### src/rtl/mtx_dispatch.sv
// mtx_dispatch: VLIW program sequencer for the matrix unit.
// Holds a small program buffer, issues one word per cycle while running,
// stalls on operand-load words until a data beat is available, repeats
// the program loop_cnt extra times, then drains one NOP and pulses done.
// Build option: define MTX_DISPATCH_STATUS_EN to abort a run with an
// error pulse when the matrix unit reports invalid/overflow status.

package mtx_dispatch_pkg;

    typedef enum logic [3:0] {
        NOP   = 4'd0,
        LD_V0 = 4'd1,
        LD_V1 = 4'd2,
        LD_M0 = 4'd3,
        ST_V0 = 4'd4,
        ST_V1 = 4'd5,
        ST_M0 = 4'd6,
        MUL   = 4'd7,
        ADD   = 4'd8,
        MAC   = 4'd9
    } op_t;

    typedef struct packed {
        op_t op3;
        op_t op2;
        op_t op1;
        op_t op0;
    } vliw_inst_t;

    typedef logic [31:0] mv_t;

    typedef struct packed {
        logic inv;
        logic of;
        logic zero;
        logic sat;
    } status_t;

    localparam vliw_inst_t VLIW_NOP = '{op3: NOP, op2: NOP, op1: NOP, op0: NOP};

    function automatic logic is_ld(input op_t op);
        return (op == LD_V0) || (op == LD_V1) || (op == LD_M0);
    endfunction

    function automatic logic is_st(input op_t op);
        return (op == ST_V0) || (op == ST_V1) || (op == ST_M0);
    endfunction

    function automatic logic needs_data(input vliw_inst_t w);
        return is_ld(w.op0) || is_ld(w.op1) || is_ld(w.op2) || is_ld(w.op3);
    endfunction

    function automatic logic has_store(input vliw_inst_t w);
        return is_st(w.op0) || is_st(w.op1) || is_st(w.op2) || is_st(w.op3);
    endfunction

endpackage

// States:
//   IDLE  | waiting for start; program buffer writable
//   RUN   | issuing program words, stalling on loads without data
//   DRAIN | one trailing NOP so the last word completes
//   DONE  | done pulse, back to IDLE next cycle
module mtx_dispatch
    import mtx_dispatch_pkg::*;
#(
    parameter int PDEPTH = 16,
    parameter int LW     = 8
) (
    input  logic                        clk,
    input  logic                        rst_n,
    input  logic                        prog_we,
    input  logic [$clog2(PDEPTH)-1:0]   prog_addr,
    input  vliw_inst_t                  prog_wdata,
    input  logic                        start,
    input  logic                        abort,
    input  logic [$clog2(PDEPTH):0]     prog_len,
    input  logic [LW-1:0]               loop_cnt,
    input  logic                        din_valid,
    output logic                        din_ready,
    input  mv_t                         din,
    output vliw_inst_t                  vliw_inst,
    output mv_t                         mtx_in,
    input  mv_t                         mtx_out,
    input  status_t                     st,
    output logic                        res_valid,
    output mv_t                         res,
    output logic                        busy,
    output logic                        done,
    output logic                        err
);

    localparam int AW = $clog2(PDEPTH);

    typedef enum logic [1:0] {IDLE, RUN, DRAIN, DONE} state_t;

    state_t           state;
    logic [AW-1:0]    pc;
    logic [LW-1:0]    iter;
    logic [AW:0]      len_q;
    logic [LW-1:0]    loop_q;
    mv_t              res_hold;
    vliw_inst_t       prog_mem [PDEPTH];

    vliw_inst_t       cur_word;
    logic             word_ld;
    logic             last_word;
    logic             len_ok;
    logic             status_fault;

    assign cur_word  = prog_mem[pc];
    assign word_ld   = needs_data(cur_word);
    assign last_word = ({1'b0, pc} == (len_q - 1'b1));
    assign len_ok    = (prog_len != '0) && (prog_len <= (AW+1)'(PDEPTH));
    assign busy      = (state != IDLE);

`ifdef MTX_DISPATCH_STATUS_EN
    assign status_fault = ((state == RUN) || (state == DRAIN)) && (st.inv || st.of);
`else
    logic st_unused;
    assign st_unused    = ^st;
    assign status_fault = 1'b0;
`endif

    // Beat is consumed only when the current word actually issues this edge.
    assign din_ready = (state == RUN) && word_ld && din_valid && !abort && !status_fault;

    // The result is live from the matrix unit in its valid cycle and held afterwards.
    assign res = res_valid ? mtx_out : res_hold;

    // Program buffer write port; only accepted while idle, contents survive reset.
    always_ff @(posedge clk) begin
        if (prog_we && (state == IDLE)) begin
            prog_mem[prog_addr] <= prog_wdata;
        end
    end

    // Store results appear one edge after the store word reaches the matrix unit.
    always_ff @(posedge clk or negedge rst_n) begin
        if (!rst_n) begin
            res_valid <= 1'b0;
            res_hold  <= '0;
        end else begin
            res_valid <= has_store(vliw_inst);
            if (res_valid) begin
                res_hold <= mtx_out;
            end
        end
    end

    // Sequencer FSM with registered instruction/data drive and status pulses.
    always_ff @(posedge clk or negedge rst_n) begin
        if (!rst_n) begin
            state     <= IDLE;
            pc        <= '0;
            iter      <= '0;
            len_q     <= '0;
            loop_q    <= '0;
            vliw_inst <= VLIW_NOP;
            mtx_in    <= '0;
            done      <= 1'b0;
            err       <= 1'b0;
        end else begin
            done <= 1'b0;
            err  <= prog_we && (state != IDLE);
            if ((state != IDLE) && abort) begin
                state     <= IDLE;
                vliw_inst <= VLIW_NOP;
                pc        <= '0;
                iter      <= '0;
            end else if (status_fault) begin
                state     <= IDLE;
                vliw_inst <= VLIW_NOP;
                pc        <= '0;
                iter      <= '0;
                err       <= 1'b1;
            end else begin
                case (state)
                    IDLE: begin
                        vliw_inst <= VLIW_NOP;
                        if (start) begin
                            if (len_ok) begin
                                state  <= RUN;
                                pc     <= '0;
                                iter   <= '0;
                                len_q  <= prog_len;
                                loop_q <= loop_cnt;
                            end else begin
                                err <= 1'b1;
                            end
                        end
                    end
                    RUN: begin
                        if (word_ld && !din_valid) begin
                            vliw_inst <= VLIW_NOP;
                        end else begin
                            vliw_inst <= cur_word;
                            if (word_ld) begin
                                mtx_in <= din;
                            end
                            if (last_word) begin
                                pc <= '0;
                                if (iter == loop_q) begin
                                    state <= DRAIN;
                                end else begin
                                    iter <= iter + 1'b1;
                                end
                            end else begin
                                pc <= pc + 1'b1;
                            end
                        end
                    end
                    DRAIN: begin
                        vliw_inst <= VLIW_NOP;
                        state     <= DONE;
                        done      <= 1'b1;
                    end
                    DONE: begin
                        vliw_inst <= VLIW_NOP;
                        state     <= IDLE;
                    end
                    default: begin
                        vliw_inst <= VLIW_NOP;
                        state     <= IDLE;
                    end
                endcase
            end
        end
    end

endmodule

### config.mk
export PLATFORM = sky130hd
export DESIGN_NAME = mtx_dispatch
export DESIGN_NICKNAME = d
export VERILOG_FILES = /design/src/rtl/mtx_dispatch.sv
export SDC_FILE = /design/constraint.sdc
export NUM_CORES = 1
export LEC_CHECK = 0
export CAP_MARGIN = 20
export CORE_MARGIN = 2
export CORE_UTILIZATION = 50
export CTS_BUF_LIST = sky130_fd_sc_hd__clkbuf_8
export CTS_CLUSTER_DIAMETER = 40
export DETAILED_ROUTE_END_ITERATION = 8
export DONT_BUFFER_PORTS = 1
export HOLD_SLACK_MARGIN = 0.15
export SYNTH_ARGS = -nofsm -noshare
export SYNTH_HDL_FRONTEND = slang
export SYNTH_SLANG_ARGS = --single-unit
### constraint.sdc
create_clock -name clk -period 5.8 [get_ports clk]
set_input_delay 0.29 -clock clk [delete_from_list [all_inputs] [get_ports clk]]
set_output_delay 0.29 -clock clk [all_outputs]
set_load 0.1 [all_outputs]
==> results.md, run 1 <==
* Slack of the critical path at 1.082 ns
* Max Transition Viols Final at 0
* Commonest cells in the netlist: edfxtp_1, dfrtp_1, mux2_2
* Initial Util at 50.49%
* Core area at 0.02847 sq mm
* CTS H-tree depth at 2
* Most used flip-flop cell after synthesis: edfxtp_1
* Syn_area_per_cell at 18.57 sq um
* R2R setup slack at 1.50 ns
* Yosys warns at 0
* Cts hold-fix bufs at 71
* HPWL after detailed placement at 18680 um
* Worst setup path startpoint: pc[0]
* Worst path arrival time at 4.43 ns
* Seq/Total Area, Yosys at 72.63%
* Number of global-route vias before repair at 8178
* Resized Gates After CTS at 0
* CTS Sinks at 366
* Hold Fails Final Rpt at 0
* Worst hold slack at 0.3042 ns
* CTS tree: built
* Fin cells at 1329
* Pwr dens at 549.6 mW/mm^2
* Hold WC Path Type: input pin to asynchronous set/reset pin
* Period minus WS final at 4.718 ns
* Crit start category: register
* Synthesized cell area at 0.01438 sq mm
* Setup violators final at 0
* Placer Congestion at 0.7925
* Layout Skew at 0.02294 ns
* Worst-margin pin slew at 1.125 ns
* Clock transition at path regs at 0.06 ns
* Unrepaired setup endpoints after global routing: no
* Routed Antenna Nets at 0
* WL per Instance at 24.64 um
* Die area at 0.03012 sq mm
* Initial DRC count at 708
* Largest cells by area after synthesis: edfxtp_1, dfrtp_1, mux4_2, mux2_2, a22o_1
* Worst EP required at 5.51 ns
* Post-Syn Nets at 888
* Largest net degree at the start of global routing at 111
* Vias at 7585
* Slew headroom at 24.69%
* Chip height at 173.6 um
* Row Count at 62
* I/O pin count at 192
* DR pass1 iterations at 5
* Port bufs at 0
* Pre-CTS WS at 1.477 ns
* Reg2Reg Depth at 9
* Critical-path maximum fanout at 39
* Async set-reset flop share out of synthesis at 30.05%
* Mapped Cells at 774
* Netlist cell types at 53
* Maximum Capacitance Violations at 0
* Reg-to-reg endpoint: pc[0]
* Top-count cell post-synth: edfxtp_1
* TritonCTS Buffers at 60
* Number of synthesized flops with an enable pin at 256
* Clock root cell: clkbuf_8
* Layout area overhead at 17.04%
* Status: finished clean
* # DRC at 0
* Leakage at 5.990 nW
* Gr usage total at 22.18%
* Max Clk Rate at 212.0 MHz
* Via density at 5.707
* Kind of critical path: register to primary output
* Share of cells above drive strength 1 at 27.54%
* Crit end category: primary output
* Start of the worst register-to-register path: pc[0]
* Period utilization at 81.34%
* Setup bufs post-CTS at 0
* Area leader, netlist: edfxtp_1
* Setup_tns at 0 ns
* Synth top area share at 53.48%
* DIE WIDTH at 173.6 um
* Nets at 1006
* FF+latch count, synth at 366
* Total gr overflow at 0
* Clock latency on the worst-skew pair at 0.60 ns
* First-pass GRT wire length at 50100 um
* VDD IR max at 309.5 uV
* Final wirelength at 32740 um
* Initial antenna violation count at 2
* Inst Count DP at 1142
* Clock buffer depth at 3
* Crit path to: din_ready
-- per-layer routing --
layer | track usage, % | up-vias | part of all wire [%]
li1 | - | 3307 | -
met1 | 28.19 | 3933 | 39
met2 | 39.18 | 291 | 52
met3 | 4.386 | 52 | 6.7
met4 | 5.968 | 2 | 1.7
met5 | 0 | - | 0.040
-- final cells by class --
class / count / area (sq um)
antenna: 1 / 2.502
sequential: 366 / 10450
clock inverter: 48 / 269.0
multi-input combinational: 361 / 3744
clock buffer: 66 / 908.4
timing repair buffer: 94 / 938.4
inverter: 9 / 33.78
tap: 384 / 480.5
fill: 2126 / 11640
-- placed cells by master (no fill, tap or decap), types with 3 or more instances in the layout --
cell,synthesis,final
a211oi_1,3,3
a21o_1,3,3
a21oi_1,9,9
a22o_1,16,16
a22oi_1,18,18
and2_1,4,4
buf_4,2,21
clkbuf_8,0,66
clkinv_1,0,7
clkinv_2,0,10
clkinvlp_4,0,5
dfrtp_1,110,107
dlygate4sd3_1,0,70
edfxtp_1,256,256
ha_1,7,7
inv_1,9,32
mux2_1,7,7
mux2_2,70,70
mux4_2,64,64
nand2_1,34,34
nand2b_1,6,6
nand3_1,10,10
nand3b_1,5,5
nand4_1,3,3
nor2_1,31,30
nor2_2,2,3
nor3_1,8,3
nor3_2,0,5
nor4_1,5,5
o211ai_1,3,3
o21ai_0,9,9
o31ai_1,3,3
or4_1,5,5
xnor2_1,5,5
xor2_1,8,8
-- worst max-delay path: stages (launching register included) --
cell and delay, ns:
dfrtp_4 0.91, buf_4 0.48, mux4_2 0.55, a22oi_1 0.33
nand2_1 0.14, a211oi_1 0.67, nor4_1 0.22, nor3_2 0.26
clkbuf_16 0.24
-- flip-flops by register name, summed over array words and instances, names as in the netlist --
name and count:
mtx_in 32, len_q 5, done 1, res_hold 32, res_valid 1, iter 8, state 2, pc 4
loop_q 8, vliw_inst 16, err 1, prog_mem 256
-- where the power goes --
group | internal (W) | total (W) | switching, W | leakage (nW)
Clock | 0.00114 | 0.00214 | 0.000995 | 0.681
Sequential | 0.00314 | 0.00460 | 0.00146 | 3.66
Combinational | 0.000771 | 0.00251 | 0.00174 | 1.65
Total | 0.00506 | 0.00925 | 0.00419 | 5.99
-- logic make-up after synthesis --
family / Yosys count / share of synthesized area (%)
flops: 366 / 72.63
mux: 141 / 16.06
simple gates: 124 / 4.282
compound gates: 76 / 4.073
buf+inv: 47 / 1.558
xor+xnor: 13 / 0.7921
fa+ha+maj: 7 / 0.6093
-- per-stage QoR --
| step | power, W | util [%] | cell area [sq um] |
|---|---|---|---|
| after detailed placement | 0.007074 | 52.30 | 14890 |
| after floorplan | 0.006698 | - | 14380 |
| after global placement | 0.007011 | 52.30 | 14890 |
| final | 0.009247 | 59.10 | 16820 |
| after CTS | 0.009297 | 58.99 | 16790 |
| after global routing | 0.009611 | 59.10 | 16820 |
-- how the worst min path moves through the flow --
stage	slack, ns	end	cells past startpoint	from
floorplan	-0.006	done	0	rst_n
global placement	-0.003	res_hold[11]	0	rst_n
detailed placement	-0.003	res_hold[11]	0	rst_n
CTS	0.26	state[1]	6	prog_len[4]
global route	0.27	res_hold[30]	1	mtx_out[30]
finish	0.30	res_hold[10]	2	rst_n
No activity file was read; power rests on OpenSTA's default activity.
==> run 2, diff against run 1 <==
--- a/config.mk
+++ b/config.mk
@@ -5,6 +5,7 @@
 export SDC_FILE = /design/constraint.sdc
 export NUM_CORES = 1
 export LEC_CHECK = 0
+export ABC_AREA = 1
 export CAP_MARGIN = 20
 export CORE_MARGIN = 2
 export CORE_UTILIZATION = 50
@@ -13,6 +14,7 @@
 export DETAILED_ROUTE_END_ITERATION = 8
 export DONT_BUFFER_PORTS = 1
 export HOLD_SLACK_MARGIN = 0.15
+export PLACE_DENSITY = 0.68
 export SYNTH_ARGS = -nofsm -noshare
 export SYNTH_HDL_FRONTEND = slang
 export SYNTH_SLANG_ARGS = --single-unit
==> constraint.sdc (replaced) <==
create_clock -name clk -period 4.1 [get_ports clk]
set_input_delay 0.205 -clock clk [delete_from_list [all_inputs] [get_ports clk]]
set_output_delay 0.205 -clock clk [all_outputs]
set_load 0.1 [all_outputs]
==> run 2 against run 1 <==
  * Non-clock buffer count grew 19
  * Area after synthesis grew 9.9%
  * Sequential power grew 36%
  * Synthesized cell count grew 90%
  * Core utilization shrank 1.1 points
  * Die area grew 9.7%
  * Clock power grew 36%
  * Combinational power grew 75%
  * Design area grew 7.9%
  * First-iteration DRC count grew 26%
  * Clock skew grew 0.038 ns
  * Register-to-register slack lost 1.1 ns
  * Largest power group unchanged
==> results.md, run 2 <==
* Number of synthesized flops with an enable pin at 256 (unchanged)
* Crit start category: register (unchanged)
* First-pass GRT wire length at 59430 um (was 50100 um)
* Number of global-route vias before repair at 10520 (was 8178)
* Share of cells above drive strength 1 at 13.65% (was 27.54%)
* Async set-reset flop share out of synthesis at 30.05% (unchanged)
* Post-Syn Nets at 1587 (was 888)
* Largest net degree at the start of global routing at 111 (unchanged)
* Maximum Capacitance Violations at 0 (unchanged)
* Max Clk Rate at 269.9 MHz
* I/O pin count at 192 (unchanged)
* Crit end category: register (was primary output)
* Seq/Total Area, Yosys at 66.09% (was 72.63%)
* WL per Instance at 19.14 um (was 24.64 um)
* CTS Sinks at 366 (unchanged)
* Layout Skew at 0.06125 ns (was 0.02294 ns)
* Clock root cell: clkbuf_8 (unchanged)
* Clock transition at path regs at 0.06 ns (about the same)
* Slew headroom at 29.35% (was 24.69%)
* Top-count cell post-synth: nand2_1 (was edfxtp_1)
* Setup violators final at 0 (unchanged)
* Largest cells by area after synthesis: edfxtp_1, dfrtp_1, nand2_1, nand3_1, inv_1 (was edfxtp_1, dfrtp_1, mux4_2, mux2_2, a22o_1)
* FF+latch count, synth at 366 (unchanged)
* Chip height at 181.8 um (was 173.6 um)
* Period utilization at 90.38%
* Min-Delay Path Depth at 5
* Max Transition Viols Final at 0 (unchanged)
* Initial Util at 50.45% (was 50.49%)
* Clock buffer depth at 3 (unchanged)
* Start of the worst register-to-register path: pc[0] (unchanged)
* DIE WIDTH at 181.8 um (was 173.6 um)
* Commonest cells in the netlist: nand2_1, edfxtp_1, inv_1 (was edfxtp_1, dfrtp_1, mux2_2)
* Critical-path maximum fanout at 78 (was 39)
* Worst EP required at 4.62 ns (was 5.51 ns)
* Registers with the most flip-flops: prog_mem (256), mtx_in (32), res_hold (32) (unchanged)
* Routed Antenna Nets at 0 (unchanged)
* Placer Congestion at 0.8198 (was 0.7925)
* Row Count at 65 (was 62)
* Commonest non-fill, non-tap cell in the layout: nand2_1 (was edfxtp_1)
* Synth top area share at 48.66% (was 53.48%)
* Mapped Cells at 1473 (was 774)
* Worst path arrival time at 4.22 ns (was 4.43 ns)
* Hold Path Origin: din_valid
* Setup_tns at 0 ns (unchanged)
* Final wirelength at 38840 um (was 32740 um)
* Via density at 5.310 (was 5.707)
* Total gr overflow at 0 (unchanged)
* CTS tree: built (unchanged)
* Gr usage total at 23.57% (was 22.18%)
* Worst setup path startpoint: pc[0] (unchanged)
* DR pass1 iterations at 5 (unchanged)
* Worst-margin pin slew at 1.060 ns (was 1.125 ns)
* Most used flip-flop cell after synthesis: edfxtp_1 (unchanged)
* Netlist cell types at 38 (was 53)
* Leakage at 7.747 nW (was 5.990 nW)
* Resized Gates After CTS at 0 (unchanged)
* Initial DRC count at 895 (was 708)
* Reg2Reg Depth at 17 (was 9)
* Pwr dens at 746.5 mW/mm^2 (was 549.6 mW/mm^2)
* Layout area overhead at 14.97% (was 17.04%)
* Syn_area_per_cell at 10.72 sq um (was 18.57 sq um)
* TritonCTS Buffers at 60 (unchanged)
* Clock latency on the worst-skew pair at 0.65 ns (was 0.60 ns)
* Nets at 1692 (was 1006)
* Synthesized cell area at 0.01580 sq mm (was 0.01438 sq mm)
* Period minus WS final at 3.706 ns
* Status: finished clean (unchanged)
* Area leader, netlist: edfxtp_1 (unchanged)
* Number of flip-flops in the largest register at 256 (unchanged)
* # DRC at 0 (unchanged)
* Fin cells at 2029 (was 1329)
* Vias at 10770 (was 7585)
* Unrepaired setup endpoints after global routing: no (unchanged)
* Hold Fails Final Rpt at 0 (unchanged)
* Core area at 0.03131 sq mm (was 0.02847 sq mm)
* Port bufs at 0 (unchanged)
* Largest Register: prog_mem (unchanged)
* VDD IR max at 494.8 uV (was 309.5 uV)
* Commonest non-fill, non-tap cells in the layout: nand2_1, edfxtp_1, inv_1 (was edfxtp_1, dfrtp_1, mux2_2, dlygate4sd3_1, clkbuf_8)
* Inst Count DP at 1834 (was 1142)
* Hold WC Path Type: input pin to register (was input pin to asynchronous set/reset pin)
* Kind of critical path: register to register (was register to primary output)
* HPWL after detailed placement at 21780 um (was 18680 um)
* CTS H-tree depth at 2 (unchanged)
* Die area at 0.03303 sq mm (was 0.03012 sq mm)
* Yosys warns at 0 (unchanged)
* Initial antenna violation count at 2 (unchanged)
==> run 2: cell types whose count changed in the layout (fill, tap and decap cells not counted), moves of 12 or more <==
cell           delta
a22o_1           -16
nand4_1          +15
mux4_2           -64
nor2_1           +41
nor2_2           +15
a22oi_1          -17
mux2_2           -31
nand2_1         +429
nand3_1         +133
inv_2            +12
dlygate4sd3_1    +12
inv_1           +129
o21ai_2          +32
==> run 2: layout make-up <==
| type | count | area, sq um |
|---|---|---|
| Fill cell | 2534 | 13150 |
| Sequential cell | 366 | 10450 |
| Multi-Input combinational cell | 878 | 4350 |
| Timing Repair Buffer | 113 | 1161 |
| Clock buffer | 64 | 880.8 |
| Inverter | 159 | 599.3 |
| Tap cell | 402 | 503.0 |
| Clock inverter | 46 | 219.0 |
| Antenna cell | 1 | 2.502 |
==> run 2: what timing repair did <==
item | in CTS | in global routing
hold buffers | 83 | 0
endpoints found under the hold margin | 480 | 0
buffers inserted | 0 | 0
==> run 2: kinds of logic (layout without fill, tap and decap cells) <==
group / Yosys count / in the layout / synth area share, %
xor gates and xnor gates: 18 / 18 / 0.9979
DFF: 366 / 366 / 66.09
adders and majority gates: 7 / 7 / 0.5544
and+or+nand+nor: 737 / 737 / 19.58
buffers and inverters: 229 / 382 / 6.645
other: 0 / 1 / 0
AOI/OAI and AO/OA: 77 / 77 / 3.358
muxes: 39 / 39 / 2.780
==> run 2: final timing paths <==
path	slack, ns	end
worst min register to register	0.53	loop_q[6]
worst max register to register	0.39	state[0]
worst min-delay path	0.19	mtx_in[13]
min in group asynchronous	0.22	iter[0]
max in group asynchronous	3.42	res_hold[11]
worst max-delay path	0.39	state[0]
==> run 2: worst max-delay path, cell delays in order, from the launching register on <==
cell and delay [ns]:
dfrtp_4 0.59, inv_4 0.12, buf_12 0.32, nand2_1 0.10
nand3_1 0.09, nand3_1 0.09, nand3_1 0.16, nand2_1 0.13
nor2_1 0.10, nand2_1 0.10, nand2_1 0.10, inv_2 0.05
nand2_4 0.11, nand3_4 0.19, nand4_1 0.14, dlygate4sd3_1 0.56
nand2_1 0.05, dlygate4sd3_1 0.55
==> run 2: power breakdown <==
part / total [W] / switching (W) / internal (W)
Clock: 0.00290 / 0.00145 / 0.00145
Sequential: 0.00627 / 0.00183 / 0.00444
Combinational: 0.00439 / 0.00330 / 0.00109
==> run 2: stage by stage <==
step / worst slack (ns) / hold slack [ns] / instance area (sq um) / power (W) / util, %
after detailed placement: 1.233 / -0.08826 / 16190 / 0.01050 / 51.71
after CTS: 0.4427 / 0.1504 / 18140 / 0.01359 / 57.93
after floorplan: 1.090 / -0.09059 / 15800 / 0.009844 / -
after global routing: 0.1243 / 0.1702 / 18160 / 0.01416 / 58.01
final: 0.3944 / 0.1881 / 18160 / 0.01356 / 58.01
after global placement: 1.244 / -0.08819 / 16190 / 0.01041 / 51.71
==> run 2: routing by layer <==
layer  share of wire (%)  vias to the layer above  global-route usage [%]
li1                    -                     5061                       -
met1                  38                     5102                   28.24
met2                  50                      507                   41.16
met3                 8.4                      101                   5.154
met4                 3.8                        2                   10.11
met5               0.018                        -                       0
==> run 3, diff against run 2 <==
--- a/config.mk
+++ b/config.mk
@@ -6,8 +6,7 @@
 export NUM_CORES = 1
 export LEC_CHECK = 0
 export ABC_AREA = 1
-export CAP_MARGIN = 20
-export CORE_MARGIN = 2
+export CORE_MARGIN = 5
 export CORE_UTILIZATION = 50
 export CTS_BUF_LIST = sky130_fd_sc_hd__clkbuf_8
 export CTS_CLUSTER_DIAMETER = 40
@@ -15,6 +14,7 @@
 export DONT_BUFFER_PORTS = 1
 export HOLD_SLACK_MARGIN = 0.15
 export PLACE_DENSITY = 0.68
+export REMOVE_ABC_BUFFERS = 1
 export SYNTH_ARGS = -nofsm -noshare
 export SYNTH_HDL_FRONTEND = slang
 export SYNTH_SLANG_ARGS = --single-unit
==> run 3 against run 2 <==
  * Maximum frequency shrank 3.2%
  * Power grew 3.2%
  * Highest routed layer is now met4
  * Clock-buffer cell count is 11 higher
  * Register-to-register slack lost 0.12 ns
  * Critical endpoint unchanged
  * Routed wire length is 1.3% higher
  * Critical path type unchanged
  * Clock skew shrank 0.025 ns
==> results.md, run 3 (synthesized netlist as in run 2, its figures left out) <==
* Power share of the clock group at 23.5% (was 21.4%)
* Worst EP required at 4.56 ns (was 4.62 ns)
* I/O pin count at 192 (unchanged)
* Slew headroom at 26.58% (was 29.35%)
* Total gr overflow at 0 (unchanged)
* Critical Path Max Stage Delay at 0.57 ns (was 0.59 ns)
* Max Transition Viols Final at 0 (unchanged)
* TritonCTS Buffers at 67 (was 60)
* Clock buffer depth at 3 (unchanged)
* Internal power at 0.007395 W (was 0.006986 W)
* Finished Core Util at 58.59% (was 58.01%)
* Core area at 0.03139 sq mm (was 0.03131 sq mm)
* Setup violators final at 0 (unchanged)
* Chip height at 187.8 um (was 181.8 um)
* Post-route cell area at 0.01839 sq mm (was 0.01816 sq mm)
* First-pass GRT wire length at 60910 um (was 59430 um)
* Dpl cell area at 0.01620 sq mm (was 0.01619 sq mm)
* CTS Sinks at 366 (unchanged)
* Nets at 1704 (was 1692)
* Kind of critical path: register to register (unchanged)
* WL per Instance at 19.26 um (was 19.14 um)
* Commonest non-fill, non-tap cells in the layout: nand2_1, edfxtp_1, inv_1 (unchanged)
* Clock root cell: clkbuf_8 (unchanged)
* Port bufs at 0 (unchanged)
* Period utilization at 93.37% (was 90.38%)
* Unrepaired setup endpoints after global routing: no (unchanged)
* Pre-CTS WS at 1.033 ns (was 1.233 ns)
* Via density at 5.246 (was 5.310)
* Row Count at 65 (unchanged)
* Period minus WS final at 3.828 ns (was 3.706 ns)
* Routed Antenna Nets at 0 (unchanged)
* Clock latency on the worst-skew pair at 0.59 ns (was 0.65 ns)
* Worst hold slack at 0.1945 ns (was 0.1881 ns)
* CTS H-tree depth at 3 (was 2)
* # DRC at 0 (unchanged)
* Pwr dens at 760.6 mW/mm^2 (was 746.5 mW/mm^2)
* Crit end category: register (unchanged)
* Leakage at 7.901 nW (was 7.747 nW)
* Layout Skew at 0.03604 ns (was 0.06125 ns)
* Switching Fraction at 47.14% (was 48.48%)
* Share of cells above drive strength 1 at 14.28% (was 13.65%)
* HPWL after detailed placement at 21780 um (about the same)
* Sequential power share at 45.1% (was 46.2%)
* Resized Gates After CTS at 0 (unchanged)
* Number of flip-flops in the largest register at 256 (unchanged)
* Slowest-stage cell, CP: dlygate4sd3_1 (was dfrtp_4)
* Placer Congestion at 0.7865 (was 0.8198)
* Most used cell, CP: nand2_1 (unchanged)
* CTS tree: built (unchanged)
* Slack of the critical path at 0.2719 ns (was 0.3944 ns)
* Die area at 0.03525 sq mm (was 0.03303 sq mm)
* Largest net degree at the start of global routing at 141 (was 111)
* Initial DRC count at 778 (was 895)
* Final wirelength at 39360 um (was 38840 um)
* Initial antenna violation count at 3 (was 2)
* DIE WIDTH at 187.8 um (was 181.8 um)
* Worst-margin pin slew at 1.101 ns (was 1.060 ns)
* Gr usage total at 22.11% (was 23.57%)
* Inst Count DP at 1835 (was 1834)
* Registers with the most flip-flops: prog_mem (256), mtx_in (32), res_hold (32) (unchanged)
* Crit start category: register (unchanged)
* DR pass1 iterations at 5 (unchanged)
* Commonest non-fill, non-tap cell in the layout: nand2_1 (unchanged)
* Fin cells at 2044 (was 2029)
* Maximum Capacitance Violations at 0 (unchanged)
* Hold Fails Final Rpt at 0 (unchanged)
* Switching pwr at 0.006594 W (was 0.006573 W)
* Initial Util at 50.32% (was 50.45%)
* Largest Register: prog_mem (unchanged)
* VDD IR max at 505.1 uV (was 494.8 uV)
* CP Cell Sequence: inv_4 > buf_4 > nand2_1 > nand2_1 > nand2_1 > nand3_1 > nand3_1 > nand2_1 > inv_2 > nand2_1 > nand2_1 > nand2_1 > inv_2 > nand2_4 > nand3_4 > nand4_1 > dlygate4sd3_1 > nand2_1 > dlygate4sd3_1 (was inv_4 > buf_12 > nand2_1 > nand3_1 > nand3_1 > nand3_1 > nand2_1 > nor2_1 > nand2_1 > nand2_1 > inv_2 > nand2_4 > nand3_4 > nand4_1 > dlygate4sd3_1 > nand2_1 > dlygate4sd3_1)
* Critical-path maximum fanout at 43 (was 78)
* Number of global-route vias before repair at 10550 (was 10520)
* Clock transition at path regs at 0.06 ns (about the same)
* Status: finished clean (unchanged)
* Layout area overhead at 16.43% (was 14.97%)
* Vias at 10720 (was 10770)
* Hold WC Path Type: input pin to register (unchanged)
* Worst path arrival time at 4.29 ns (was 4.22 ns)
* Combinational share of power at 31.4% (was 32.4%)
* Max Clk Rate at 261.2 MHz (was 269.9 MHz)
## run 3: final cells by class
cell class              count  area [sq um]
repair buffers            118          1199
clock buffers              75          1032
multi-input cells         878          4350
well taps                 402         503.0
fillers                  2546         13000
inverters                 159         599.3
clock inverters            43         255.2
flip-flops and latches    366         10450
diodes                      3         7.507
## run 3: metrics by stage
step,setup TNS (ns),power [W]
4_1_cts,0,0.01404
6_report,0,0.01399
2_1_floorplan,-55.73,0.009668
3_3_place_gp,0,0.01040
5_1_grt,0,0.01464
3_5_place_dp,0,0.01047
## run 3: layer usage
layer / GRT usage (%) / part of all wire [%] / vias to the layer above
li1: - / - / 5092
met1: 27.96 / 40 / 5089
met2: 36.16 / 48 / 446
met3: 6.404 / 8.4 / 96
met4: 8.837 / 3.6 / 0
met5: 0 / 0 / -
## run 3: final timing paths
kind	start	to	slack [ns]	cells past startpoint
max reg2reg	pc[0]	state[0]	0.27	19
min in group asynchronous	rst_n	mtx_in[7]	0.22	2
max	pc[0]	state[0]	0.27	19
max in group asynchronous	rst_n	pc[0]	3.26	2
min reg2reg	loop_q[3]	loop_q[3]	0.53	1
min	prog_addr[2]	prog_mem[10][7]	0.19	3
## run 3: repair_timing
action                                 4_1_cts  5_1_grt
setup endpoints to repair                    0        0
hold buffers                                88        0
endpoints found under the hold margin      461        0
setup buffers                                0        0
## run 3: critical path, delay by kind of cell, from the launching register on
| family | cells | cell delay [ns] |
|---|---|---|
| buffers and inverters | 6 | 1.95 |
| flip-flops | 1 | 0.50 |
| AND/OR/NAND/NOR | 13 | 1.23 |
## run 3: power by group through the flow
stage          registers, W  logic [W]  clock network [W]
3_5_place_dp        0.00638    0.00410                  0
4_1_cts             0.00630    0.00437            0.00337
3_3_place_gp        0.00636    0.00404                  0
6_report            0.00631    0.00439            0.00329
5_1_grt             0.00637    0.00472            0.00355
2_1_floorplan       0.00634    0.00333                  0
